==> config.mk <==
export PLATFORM = sky130hd
export DESIGN_NAME = window_gen_3x3
export DESIGN_NICKNAME = d
export VERILOG_FILES = /design/src/rtl/window_gen_3x3_pkg.sv /design/src/rtl/window_gen_3x3_line_buf.sv /design/src/rtl/window_gen_3x3.sv
export SDC_FILE = /design/constraint.sdc
export NUM_CORES = 2
export LEC_CHECK = 0
export BUFFER_PORTS_ARGS = -buffer_cell sky130_fd_sc_hd__buf_2
export CAP_MARGIN = 20
export CORE_MARGIN = 2
export CORE_UTILIZATION = 55
export DETAILED_ROUTE_END_ITERATION = 12
export PLACE_DENSITY = 0.73
export REMOVE_ABC_BUFFERS = 1
export SYNTH_ARGS = -nofsm -noshare
export SYNTH_HDL_FRONTEND = slang
export SYNTH_SLANG_ARGS = --single-unit
export TNS_END_PERCENT = 5
==> constraint.sdc <==
create_clock -name clk -period 9.2 [get_ports clk]
set_input_delay 0.92 -clock clk [delete_from_list [all_inputs] [get_ports clk]]
set_output_delay 0.92 -clock clk [all_outputs]
set_load 0.05 [all_outputs]
==> src/rtl/window_gen_3x3_pkg.sv <==
// Shared constants and types for the 3x3 window generator
// and the kernel blocks it feeds.
package window_gen_3x3_pkg;
  localparam int PIX_W_DEF = 8;
  localparam int IMG_W_DEF = 256;
  localparam int IMG_H_DEF = 256;
  localparam int COL_W_DEF = $clog2(IMG_W_DEF);
  localparam int ROW_W_DEF = $clog2(IMG_H_DEF);

  typedef logic [PIX_W_DEF-1:0] pix_t;
  // Index 0 = p1 (top-left), index 8 = p9 (bottom-right)
  typedef pix_t [8:0] window_t;
endpackage

==> src/rtl/window_gen_3x3_line_buf.sv <==
// Single-port line memory: combinational read, write on clock,
// so a same-address read in the write cycle sees the old data.
module window_gen_3x3_line_buf #(
  parameter int DEPTH = 256,
  parameter int WIDTH = 8,
  parameter int AW    = $clog2(DEPTH)
) (
  input  logic             clk,
  input  logic             we,
  input  logic [AW-1:0]    addr,
  input  logic [WIDTH-1:0] wdata,
  output logic [WIDTH-1:0] rdata
);
  logic [WIDTH-1:0] mem_q [DEPTH];

  assign rdata = mem_q[addr];

  always_ff @(posedge clk) begin
    if (we) mem_q[addr] <= wdata;
  end
endmodule

==> src/rtl/window_gen_3x3.sv <==
// Raster pixel stream to 3x3 neighbourhood generator; emits
// interior windows only, one output register with valid/ready.
module window_gen_3x3
  import window_gen_3x3_pkg::*;
#(
  parameter int IMG_W = IMG_W_DEF,
  parameter int IMG_H = IMG_H_DEF,
  parameter int PIX_W = PIX_W_DEF
) (
  input  logic             clk,
  input  logic             rst,
  input  logic             in_valid,
  output logic             in_ready,
  input  logic [PIX_W-1:0] in_pix,
  output logic             out_valid,
  input  logic             out_ready,
  output logic [PIX_W-1:0] p1,
  output logic [PIX_W-1:0] p2,
  output logic [PIX_W-1:0] p3,
  output logic [PIX_W-1:0] p4,
  output logic [PIX_W-1:0] p5,
  output logic [PIX_W-1:0] p6,
  output logic [PIX_W-1:0] p7,
  output logic [PIX_W-1:0] p8,
  output logic [PIX_W-1:0] p9,
  output logic             frame_done
);
  localparam int CW = $clog2(IMG_W);
  localparam int RW = $clog2(IMG_H);
  localparam logic [CW-1:0] COL_MAX = CW'(IMG_W - 1);
  localparam logic [RW-1:0] ROW_MAX = RW'(IMG_H - 1);
  localparam logic [CW-1:0] COL_TWO = CW'(2);
  localparam logic [RW-1:0] ROW_TWO = RW'(2);

  logic [CW-1:0] col_q, col_d;
  logic [RW-1:0] row_q, row_d;
  logic [8:0][PIX_W-1:0] win_q, win_d;
  logic ov_q, ov_d;
  logic fd_q, fd_d;

  logic acc, qual, col_last, row_last;
  logic [2*PIX_W-1:0] lb_rd, lb_wr;
  logic [PIX_W-1:0] top_pix, mid_pix;

  assign in_ready = !ov_q | out_ready;
  assign acc      = in_valid & in_ready;
  assign col_last = (col_q == COL_MAX);
  assign row_last = (row_q == ROW_MAX);
  assign qual     = acc & (row_q >= ROW_TWO)
                  & (col_q >= COL_TWO);

  // High half is the older line: it takes the old lb0 value
  assign top_pix = lb_rd[2*PIX_W-1:PIX_W];
  assign mid_pix = lb_rd[PIX_W-1:0];
  assign lb_wr   = {mid_pix, in_pix};

  window_gen_3x3_line_buf #(
    .DEPTH(IMG_W),
    .WIDTH(2*PIX_W),
    .AW   (CW)
  ) u_lb (
    .clk  (clk),
    .we   (acc),
    .addr (col_q),
    .wdata(lb_wr),
    .rdata(lb_rd)
  );

  always_comb begin
    col_d = col_q;
    row_d = row_q;
    win_d = win_q;
    fd_d  = 1'b0;
    ov_d  = ov_q;
    if (out_ready) ov_d = 1'b0;
    if (acc) begin
      win_d[0] = win_q[1];
      win_d[1] = win_q[2];
      win_d[2] = top_pix;
      win_d[3] = win_q[4];
      win_d[4] = win_q[5];
      win_d[5] = mid_pix;
      win_d[6] = win_q[7];
      win_d[7] = win_q[8];
      win_d[8] = in_pix;
      if (col_last) begin
        col_d = '0;
        row_d = row_last ? '0 : row_q + RW'(1);
        fd_d  = row_last;
      end else begin
        col_d = col_q + CW'(1);
      end
    end
    if (qual) ov_d = 1'b1;
  end

  always_ff @(posedge clk) begin
    if (rst) begin
      col_q <= '0;
      row_q <= '0;
      win_q <= '0;
      ov_q  <= 1'b0;
      fd_q  <= 1'b0;
    end else begin
      col_q <= col_d;
      row_q <= row_d;
      win_q <= win_d;
      ov_q  <= ov_d;
      fd_q  <= fd_d;
    end
  end

  assign out_valid  = ov_q;
  assign frame_done = fd_q;
  assign p1 = win_q[0];
  assign p2 = win_q[1];
  assign p3 = win_q[2];
  assign p4 = win_q[3];
  assign p5 = win_q[4];
  assign p6 = win_q[5];
  assign p7 = win_q[6];
  assign p8 = win_q[7];
  assign p9 = win_q[8];
endmodule

==> metrics.txt <==
status=finished with violations; violated checks=design-rule violations; CTS tree=yes; Die W=545 um; port bufs=86; post-synthesis sequential area ratio=77.5%; FP Rows=198; Die ar.=0.298 mm2; GRT Resource Usage Total=29.9%; Sink Count=4194; initial antenna violation count=29; top_reg_cell synth=edfxtp_1; I/O pin cnt=87; classification of the worst setup path=reg -> reg; min Tclk post-route=6.38 ns; dominant cell type by area after synthesis=edfxtp_1; DR vias/cell=6.84; Post-DRT Antenna Nets=0; Starting DRT DRC Count=13.9k; Worst slew margin=9.87%; CTS resizes=0; post-route setup TNS=0 ns; mux contribution to synthesized area=16.5%; CORE AREA=0.291 mm2; DR DRC count=3; first-pass GRT wire length=626000 um; Max Slew Vio Count=0; Area contributors post-synth=edfxtp_1 76%, mux4_2 15%, mux2i_1 1.5%, dfxtp_1 1.2%, nor2_1 0.78%; NumNets Final=7876; Max-cap violations=0; crit share post-route=69.3%; Fin. Hold Viols=0; CTS root buffer=clkbuf_16; Netlist cell types=69; via count=82.9k; Lkg Pwr=55.7 nW; reg2reg setup slack=2.82 ns; mapped cell area=0.161 mm2; worst-path maximum fanout=96; top-count cell post-synth=edfxtp_1; Syn Inst Count=7336; RR Endpoint=u_lb.mem_q[183][8]$_DFFE_PP_; yosys warns=0; Hold Crit Start=rst; adder-cell share of the synthesized area=0.0466%; WL per Instance=36.9 um; Post-CTS Setup Bufs=0; dpl hpwl=262000 um; Hold Path Sink=p8[0]$_SDFFE_PP0P_; routed wire length=447000 um; vias in the first global route=81.6k; crit start category=flop; RSZ-0062 raised after global routing=false; top cells by count, synth=4096 x edfxtp_1, 1058 x mux4_2, 337 x nor2_1; layout cells sized above 1=27.9%; die height=545 um; grt ovf=0; routability-driven placement congestion ratio=0.972; critical path data required time=9.77 ns; syn avg cell area=22.0 um2; clock tree buffer depth=4; Hold Crit Class=in -> reg; CTS Buf Count=407; Util after Layout=62.3%; largest net degree at the start of global routing=155; Post-synth EDFFs=4096; Layout Skew=0.112 ns; largest family of logic cells by synthesized area=multiplexers; # setup viols final=0; DR pass1 iterations=12; starting density of the core=55.3%; simple-gate share of the synthesized area=2.33%; Area Overhead vs Synth=12.5%; H-tree levels=5; fmax=157 MHz; Worst VDD drop=0.172 mV; Synth Area in Compound Gates=2.07%; Hold Path Stages=2; CTS clock-pin slew for the worst setup and hold paths=0.06 ns; hold_buf cts=0; actual slew at the worst max-slew pin=1.35 ns; top-area cell type share of the netlist area=76.3%; Synth Register Bits=4194; CP Capture Type=flop; ys async rst share=0%; Pwr Density=222 mW/mm2; Worst Reg-to-Reg Cells=9; xor-xnor portion of the synthesized cell area=0.0652%; worst skew pair latency=1.02 ns; crit path DAT=6.95 ns
## per-stage QoR
stage | setup slack, ns | area [um2] | hold slack (ns) | power, mW | std cells
2_1_floorplan | -40.97 | 159000 | 0.457 | 25.7 | 6923
3_3_place_gp | 2.91 | 168000 | 0.438 | 24.2 | 11300
3_5_place_dp | 2.97 | 168000 | 0.443 | 24.3 | 11300
4_1_cts | 2.90 | 181000 | 0.377 | 40.4 | 12100
5_1_grt | 2.67 | 181000 | 0.442 | 41.2 | 12100
6_report | 2.82 | 181000 | 0.434 | 40.3 | 12100
## metal layers
layer / global-route usage, % / wire, um
met3: 9.00 / 60100
met2: 44.9 / 206000
met1: 40.1 / 155000
met4: 14.9 / 26500
met5: 0.465 / 362
## worst max-delay path: stages (launching register included)
cell and delay (ns):
dfxtp_4 0.85, buf_12 0.63, buf_4 0.51, mux2_2 0.25
nand2_1 0.11, a211oi_1 0.62, o21ai_0 0.57, o311ai_1 0.43
and3_4 0.87, buf_4 0.93
## how the worst max path moves through the flow
stage | slack [ns] | start | endpoint | depth (start not counted)
6_report | 2.82 | flop | u_lb.mem_q[183][8]$_DFFE_PP_ | 9
5_1_grt | 2.67 | flop | u_lb.mem_q[188][8]$_DFFE_PP_ | 9
4_1_cts | 2.90 | flop | u_lb.mem_q[171][8]$_DFFE_PP_ | 9
3_5_place_dp | 2.97 | flop | u_lb.mem_q[183][8]$_DFFE_PP_ | 9
3_3_place_gp | 2.91 | flop | u_lb.mem_q[76][9]$_DFFE_PP_ | 9
2_1_floorplan | -40.97 | flop | u_lb.mem_q[0][14]$_DFFE_PP_ | 7
## layout by cell type, fill, tap and decap left out, types with 50 or more instances in the layout
cell	n
edfxtp_1	4096
mux4_2	1058
clkbuf_16	408
buf_4	404
nand2_1	291
nor2_1	266
mux2i_1	245
a21oi_1	122
clkbuf_1	97
clkinv_1	93
dfxtp_1	91
buf_2	80
clkinv_2	73
nor2_2	63
o22ai_1	62
a22oi_1	57
o21ai_0	53
nand3_1	50
## sequential cells by signal, summed over array words and instances (netlist names), named ones only
signal / cells
col_q: 8
frame_done: 1
out_valid: 1
p1: 8
p2: 8
p3: 8
p4: 8
p5: 8
p6: 8
p7: 8
p8: 8
p9: 8
row_q: 8
u_lb.mem_q: 4096
## cell type report
cell class | count | area, um2
antenna | 15 | 37.5
sequential | 4194 | 125000
clock buffer | 514 | 10700
tap | 3900 | 4880
timing repair buffer | 526 | 4150
fill | 19100 | 110000
multi-input combinational | 2720 | 34200
clock inverter | 239 | 2370
inverter | 9 | 41.3
## power by group
group          total, mW  internal [mW]  switching (mW)  leakage, nW
Combinational       2.54          0.880            1.66         11.7
Sequential          21.4           21.3          0.0468         37.6
Clock               16.3           9.11            7.23         6.34
## logic make-up after synthesis
group,Yosys count
compound gates,495
xor+xnor,12
fa+ha+maj,6
buf+inv,422
flops,4194
mux,1338
simple gates,869
Note: power is estimated with default switching activity, not from simulation.
